<file path="config.mk">
export PLATFORM = sky130hd
export DESIGN_NAME = hazard_sequencer
export DESIGN_NICKNAME = d
export VERILOG_FILES = /design/src/rtl/hazard_sequencer.sv
export SDC_FILE = /design/constraint.sdc
export NUM_CORES = 1
export LEC_CHECK = 0
export CAP_MARGIN = 20
export CORE_MARGIN = 2
export CORE_UTILIZATION = 40
export DETAILED_ROUTE_END_ITERATION = 12
export GPL_ROUTABILITY_DRIVEN = 0
export PLACE_DENSITY = 0.74
export SYNTH_ARGS = -nofsm -noshare
export SYNTH_HDL_FRONTEND = slang
export SYNTH_SLANG_ARGS = --single-unit
</file>
<file path="constraint.sdc">
create_clock -name CLK -period 3.2 [get_ports CLK]
set_clock_uncertainty 0.2 [all_clocks]
set_input_delay 0.64 -clock CLK [delete_from_list [all_inputs] [get_ports CLK]]
set_output_delay 0.64 -clock CLK [all_outputs]
set_load 0.05 [all_outputs]
</file>
<file path="src/rtl/hazard_sequencer.sv">
// Stall/flush controller for the 5-stage core: freezes on D-miss, inserts load-use/jr bubbles,
// flushes on taken control transfers, parks on halt, and counts stall cycles for perf reporting.
module hazard_sequencer #(
  parameter int LU_BUBBLES = 1,
  parameter int CNT_W      = 16
) (
  input  logic             CLK,
  input  logic             RST,
  input  logic             ihit,
  input  logic             dhit,
  input  logic             dREN_me,
  input  logic             dWEN_me,
  input  logic [4:0]       rs_de,
  input  logic [4:0]       rt_de,
  input  logic             useRt_de,
  input  logic             jr_de,
  input  logic             memRd_ex,
  input  logic [4:0]       regDst_ex,
  input  logic [4:0]       regDst_me,
  input  logic             pcSrc_ex,
  input  logic             halt_wb,
  output logic             pcEn,
  output logic             en_fd,
  output logic             en_de,
  output logic             en_em,
  output logic             en_mw,
  output logic             flush_fd,
  output logic             flush_de,
  output logic             flush_em,
  output logic             halted,
  output logic [CNT_W-1:0] stallCnt,
  output logic [1:0]       dbgState
);

  typedef enum logic [1:0] {RUN, DWAIT, LDSTALL, HALT} state_t;

  state_t     state, nextState;
  logic [1:0] cnt, nextCnt;
  logic [3:0] en;     // {fd, de, em, mw}
  logic [2:0] flush;  // {fd, de, em}
  logic       dmiss, ldUse, jrLd;

  localparam logic [3:0] EN_ALL    = 4'b1111;
  localparam logic [3:0] EN_NONE   = 4'b0000;
  localparam logic [3:0] EN_BUBBLE = 4'b0111;

  assign dmiss = (dREN_me | dWEN_me) & ~dhit;
  assign ldUse = memRd_ex & (regDst_ex != 5'd0) &
                 ((rs_de == regDst_ex) | (useRt_de & (rt_de == regDst_ex)));
  assign jrLd  = jr_de & dREN_me & (regDst_me != 5'd0) & (rs_de == regDst_me);

  // The detecting cycle is the first bubble; LDSTALL only covers bubbles beyond it.
  always_comb begin
    pcEn      = 1'b1;
    en        = EN_ALL;
    flush     = 3'b000;
    halted    = 1'b0;
    nextState = state;
    nextCnt   = cnt;
    if (RST) begin
      pcEn      = 1'b0;
      en        = EN_NONE;
      flush     = 3'b111;
      nextState = RUN;
      nextCnt   = 2'd0;
    end else begin
      unique case (state)
        RUN: begin
          if (halt_wb) begin
            pcEn      = 1'b0;
            en        = EN_NONE;
            nextState = HALT;
          end else if (dmiss) begin
            pcEn      = 1'b0;
            en        = EN_NONE;
            nextState = DWAIT;
          end else if (ldUse | jrLd) begin
            pcEn  = 1'b0;
            en    = EN_BUBBLE;
            flush = {pcSrc_ex, 2'b10};
            if (LU_BUBBLES > 1) begin
              nextState = LDSTALL;
              nextCnt   = 2'(LU_BUBBLES - 1);
            end
          end else if (pcSrc_ex) begin
            flush = 3'b110;
          end else if (!ihit) begin
            pcEn  = 1'b0;
            en    = EN_BUBBLE;
            flush = 3'b010;
          end
        end
        DWAIT: begin
          if (halt_wb) begin
            pcEn      = 1'b0;
            en        = EN_NONE;
            nextState = HALT;
          end else if (!dhit) begin
            pcEn = 1'b0;
            en   = EN_NONE;
          end else begin
            nextState = RUN;
          end
        end
        LDSTALL: begin
          if (halt_wb) begin
            pcEn      = 1'b0;
            en        = EN_NONE;
            nextState = HALT;
          end else if (dmiss) begin
            pcEn      = 1'b0;
            en        = EN_NONE;
            nextState = DWAIT;
            nextCnt   = 2'd0;
          end else begin
            pcEn  = 1'b0;
            en    = EN_BUBBLE;
            flush = 3'b010;
            if (cnt <= 2'd1) begin
              nextState = RUN;
              nextCnt   = 2'd0;
            end else begin
              nextCnt = cnt - 2'd1;
            end
          end
        end
        HALT: begin
          pcEn   = 1'b0;
          en     = EN_NONE;
          halted = 1'b1;
        end
        default: nextState = RUN;
      endcase
    end
  end

  always_ff @(posedge CLK) begin
    state <= nextState;
    cnt   <= nextCnt;
    if (RST)
      stallCnt <= '0;
    else if (!pcEn && state != HALT && stallCnt != {CNT_W{1'b1}})
      stallCnt <= stallCnt + 1'b1;
  end

  assign {en_fd, en_de, en_em, en_mw} = en;
  assign {flush_fd, flush_de, flush_em} = flush;
  assign dbgState = state;

endmodule

</file>
==> results of run 1 <==
-- area by class of cell --
cell class,instances,share of cell area (%)
timing repair buffer,77,33.8
inverter,7,1.14
multi-input combinational,147,43.0
sequential,20,17.3
clock inverter,1,1.30
tap,46,2.49
clock buffer,3,0.973
-- layer usage --
| layer | share of wire (%) | routed length, µm | global-route usage, % |
|---|---|---|---|
| met4 | 0.41 | 16 | 2.39 |
| met5 | 0 | 0 | 0 |
| met2 | 48 | 1860 | 34.0 |
| met3 | 4.8 | 186 | 4.40 |
| met1 | 46 | 1790 | 24.9 |
-- worst paths after layout --
path / end / startpoint
max: flush_de / regDst_me[2]
min reg2reg: cnt[1] / cnt[1]
max reg2reg: stallCnt[14] / dbgState[1]
min: cnt[1] / cnt[1]
-- registers in the layout, indices dropped and copies added, names as in the netlist --
signal	flops
cnt	2
dbgState	2
stallCnt	16
-- per-stage QoR --
stage | util [%] | setup WS, ns | cells | power (W)
5_1_grt | 67.8 | 0.00861 | 301 | 0.00110
4_1_cts | 67.8 | 0.0160 | 301 | 0.00105
6_report | 67.8 | 0.0492 | 301 | 0.00104
3_5_place_dp | 66.0 | -0.308 | 297 | 0.000836
3_3_place_gp | 66.0 | -0.279 | 297 | 0.000832
2_1_floorplan | - | -0.0734 | 185 | 0.000623
-- logic make-up (layout without fill, tap and decap cells) --
group | count (synthesis) | in the layout | share of synthesized area, %
simple gates | 78 | 78 | 30.4
flops | 20 | 20 | 27.6
fa+ha+maj | 5 | 5 | 4.31
xor+xnor | 14 | 14 | 8.45
mux | 5 | 5 | 3.88
buf+inv | 18 | 88 | 6.12
compound gates | 45 | 45 | 19.2
-- what timing repair did --
action | CTS | global route
endpoints found under the setup margin | 3 | 1
pin swaps | 8 | 4
gates resized for setup | 26 | 2
-- synth_stat cells (all sizes together) (3+ instances only) --
| library cell | number |
|---|---|
| mux2 | 5 |
| clkbuf | 5 |
| xnor2 | 13 |
| ha | 5 |
| nand2 | 13 |
| or4 | 6 |
| nor2b | 7 |
| inv | 7 |
| dfxtp | 20 |
| and3 | 4 |
| or3 | 9 |
| nor2 | 13 |
| nand3 | 5 |
| nand4 | 7 |
| buf | 6 |
| nor3 | 3 |
| o31ai | 4 |
| a21oi | 19 |
| o21ai | 10 |
-- critical path, cell delays in order --
cell	delay, ns
clkdlybuf4s15_1	0.19
or4_4	0.50
a21oi_4	0.18
nor3_2	0.06
a21oi_2	0.14
a31oi_1	0.10
or3_1	0.34
buf_6	0.17
-- report_power, final --
part / internal [W] / switching [W] / total [W] / leakage (nW)
Clock: 0.000127 / 0.0000802 / 0.000207 / 0.0279
Sequential: 0.000270 / 0.0000264 / 0.000296 / 0.162
Combinational: 0.000234 / 0.000306 / 0.000540 / 0.695
==> out/results.ini, run 1 <==
[outcome]
status = finished clean

[global_route]
grt_pass1_vias = 1469
grt_max_degree = 21
grt.total_usage_pct = 19.4
antenna_found_initial = 0
gr-total-overflow = 0
grt_pass1_wl_um = 6490

[clock_tree]
post_cts_buffers = 0
ctsHtreeMaxLevel = 1
postCtsHoldBufs = 0
clockRootBuffer = clkbuf_4
cts_buffers = 3
cts_tree = built
clk_latency_ns = 0.31
path_clk_slew_ns = 0.13
cts_sinks = 20
cts_buffer_depth = 2

[sta]
post-route-period-util_pct = 98.5
fmax_mhz = 317
fin_hold_ws_ns = 0.300
fin_crit_ns = 3.15
fin_setup_tns_ns = 0
final_max_slew_viol_count = 0
rsz0062_at_grt = no
worst_pin_slew_ns = 0.525
maxSlewHeadroom_pct = 64.9
setup_viol = 0
final_hold_viol_count = 0

[cells_and_area]
syn2layout_area_growth_pct = 59.5
postLayoutCellArea_um2 = 2310
final_common_cell = clkdlybuf4s50_1
multi_input_area_um2 = 996
drive_above_1_share_pct = 20.4
regArea_um2 = 400
mostFrequentLayoutCells = 39 x clkdlybuf4s50_1, 20 x dfxtp_1, 20 x buf_4
fillers = 290
antenna_cells = 0
nets = 292

[run]
maxCapViolCount = 0

[worst_setup_path]
cp_data_required_time_ns = 2.36
end_kind = primary output
reg2reg_depth = 8
worst-path-max-fanout = 2
cp-start-kind = input port
rrSetupSlack_ns = 0.75
path_class = input port to primary output
crit_arrival_ns = 2.31

[logic_synthesis]
yosysWarnings = 0
synth_edf_count = 0
synth_largest_area_cell = dfxtp_1
synthCells = 185
syn_area_um2 = 1450
yosysTopAreaCellShare_pct = 27.6
synth-seq-cells = 20
synth.avg_cell_area_um2 = 7.85
yosysSeqAreaShare_pct = 27.6
synth_nets = 221
synthFlopType = dfxtp_1
netlist_top_cells_area = dfxtp_1 28%, xnor2_1 7.8%, a21oi_1 6.2%
async_flop_share_pct = 0
synth_cell_types = 42

[route]
wl_um = 3860
antenna_left = 0
drcViolationCount = 0
drtIter0Drc = 81
dr.pass1.iters = 4
vias = 1588
post_drt_via_cell_ratio = 5.28
routedWlPerCell_um = 12.8

[die]
initial_utilization_pct = 42.5
io_pins = 58
die_w_um = 64.2
rows = 21
core_area_um2 = 3420
die_area_um2 = 4130
die_y_um = 64.2

[power_and_ir_drop]
powerDensity_nw_per_um2 = 451
max-vdd-ir-drop_v = 0.000429
leakage_nw = 0.885

[placement]
numPortBuffers = 57
hpwl_um = 3090
dpl_cell_area_um2 = 2250

[hold_path]
min_path_type = register to register
hold_depth = 1

No activity file was read; power rests on OpenSTA's default activity.
==> run 2: changes to the inputs <==
- CTS_CLUSTER_SIZE: default -> 30
==> results of run 2 <==
Final layout, timing and power as in run 1 (identical DEF).
==> run 3: changes to the inputs <==
- CELL_PAD_IN_SITES_DETAIL_PLACEMENT: default -> 0
- CELL_PAD_IN_SITES_GLOBAL_PLACEMENT: default -> 1
- CORE_MARGIN: 2 -> 5
- CORE_UTILIZATION: 40 -> 30
- PLACE_DENSITY: 0.74 -> 0.78
==> run 3 against run 2 <==
Net effect:
- highest routed layer unchanged
- maximum frequency up 0.58%
- via count grew 0.57%
- first-iteration DRC count down 28%
- sequential share of layout area shrank 0.88 points
- register-to-register slack got worse by 0.03 ns
- hold slack got worse by 0.022 ns
- count of clock-buffer cells in the layout rose by 1
- combinational power increased by 2%
- largest cell class unchanged
==> out/results.ini, run 3 (same netlist as run 1, synthesis figures left out) <==
[worst_setup_path]
cp_data_required_time_ns = 3.20
critPathLaunch = rs_de[4]
end_kind = register
timing.rr.start = dbgState[1]
crit_arrival_ns = 3.13
worst-path-max-fanout = 8
path_class = input port to register
cp-start-kind = input port

[route]
vias = 1597
drtIter0Drc = 58
post_drt_via_cell_ratio = 4.81
dr.pass1.iters = 4
antenna_left = 0
wl_um = 4220
routedWlPerCell_um = 12.7
drcViolationCount = 0

[hold_path]
hold_path_startpoint = cnt[1]
min_path_type = register to register

[run]
maxCapViolCount = 0

[die]
core_area_um2 = 4720
io_pins = 58
die_area_um2 = 6330
die_y_um = 79.6
rows = 25
die_w_um = 79.6
initial_utilization_pct = 30.7

[sta]
final_max_slew_viol_count = 0
fin_hold_ws_ns = 0.278
worst_pin_slew_ns = 0.513
setup_ws_ns = 0.0675
final_hold_viol_count = 0
maxSlewHeadroom_pct = 65.7
rsz0062_at_grt = yes
post-route-period-util_pct = 97.9
setup_viol = 0
fin_crit_ns = 3.13
fmax_mhz = 319

[clock_tree]
cts_tree = built
postCtsHoldBufs = 0
clk_latency_ns = 0.26
clockRootBuffer = clkbuf_8
cts_sinks = 20
cts_buffers = 3
cts_buffer_depth = 2
path_clk_slew_ns = 0.08
ctsHtreeMaxLevel = 1

[power_and_ir_drop]
powerDensity_nw_per_um2 = 428
leakage_nw = 0.947
switching_share_pct = 40.2
p_comb_share_pct = 52.8
intPower_w = 0.000624
power_frac_clock_pct = 18.5
seq_power_share_pct = 28.7
switchingPower_w = 0.000420
max-vdd-ir-drop_v = 0.000369

[global_route]
antenna_found_initial = 0
grt_max_degree = 25
grt.total_usage_pct = 13.7
gr-total-overflow = 0
grt_pass1_wl_um = 7070
grt_pass1_vias = 1553

[placement]
post-place-ws_ns = -0.299
numPortBuffers = 57
hpwl_um = 3360

[cells_and_area]
regMostFlops = stallCnt
final_common_cell = clkdlybuf4s50_1
fin_util_pct = 51.6
largest_reg_flops = 16
mostFrequentLayoutCells = 37 x clkdlybuf4s50_1, 27 x buf_4, 20 x dfxtp_1
syn2layout_area_growth_pct = 68.0
antenna_cells = 0
drive_above_1_share_pct = 24.9
nets = 302

[outcome]
status = finished clean

-- run 3: changes by cell type in the layout (fill, tap and decap cells not counted), moves of 3 or more --
| cell | delta |
|---|---|
| clkbuf_4 | -3 |
| buf_4 | +7 |
| clkbuf_8 | +4 |
| clkbuf_2 | +3 |
-- run 3: power groups by stage --
stage	clock, W	combinational, W	sequential (W)
4_1_cts	0.000201	0.000547	0.000300
5_1_grt	0.000211	0.000591	0.000303
6_report	0.000193	0.000551	0.000299
3_3_place_gp	0	0.000535	0.000306
3_5_place_dp	0	0.000537	0.000305
2_1_floorplan	0	0.000255	0.000368
-- run 3: what timing repair did --
| item | in CTS | in global routing |
|---|---|---|
| pin swaps | 8 | 10 |
| cloned | 0 | 1 |
| setup endpoints to repair | 3 | 14 |
| gates resized for setup | 22 | 12 |
| setup buffers | 7 | 3 |
-- run 3: path summary, 6_finish.rpt --
check                           slack, ns  cells after the start            to
worst min-delay path                 0.28                      1        cnt[1]
worst min register to register       0.28                      1        cnt[1]
worst max register to register       0.72                      8  stallCnt[14]
worst max-delay path                 0.07                     15  stallCnt[13]
-- run 3: per-stage QoR --
stage | cells | total power (W) | instance area [µm²] | TNS [ns]
3_3_place_gp | 318 | 0.000842 | 2280 | -0.790
3_5_place_dp | 318 | 0.000842 | 2280 | -0.830
4_1_cts | 329 | 0.00105 | 2410 | -0.0266
2_1_floorplan | 185 | 0.000623 | 1460 | -0.0734
5_1_grt | 332 | 0.00111 | 2440 | -0.0303
6_report | 332 | 0.00104 | 2440 | 0
-- run 3: critical path, cell delays in order --
cell and delay [ns]:
dlygate4sd2_1 0.26, inv_2 0.09, a21oi_4 0.06, buf_4 0.12, buf_4 0.12, buf_4 0.12, buf_4 0.12, buf_4 0.12
buf_4 0.12, buf_4 0.12, o31ai_2 0.32, a21oi_4 0.11, buf_4 0.17, or4_1 0.50, a21oi_1 0.14
-- run 3: per-layer routing --
layer,GRT usage [%],wire length [µm]
met1,16.6,1910
met2,24.1,2060
met3,4.29,234
met4,2.06,14
met5,0,0
-- run 3: layout make-up --
| class | count | area [µm²] |
|---|---|---|
| Fill cell | 467 | 2280 |
| Timing Repair Buffer | 87 | 861 |
| Sequential cell | 20 | 400 |
| Inverter | 7 | 26.3 |
| Multi-Input combinational cell | 147 | 1010 |
| Clock buffer | 4 | 55.1 |
| Tap cell | 67 | 83.8 |
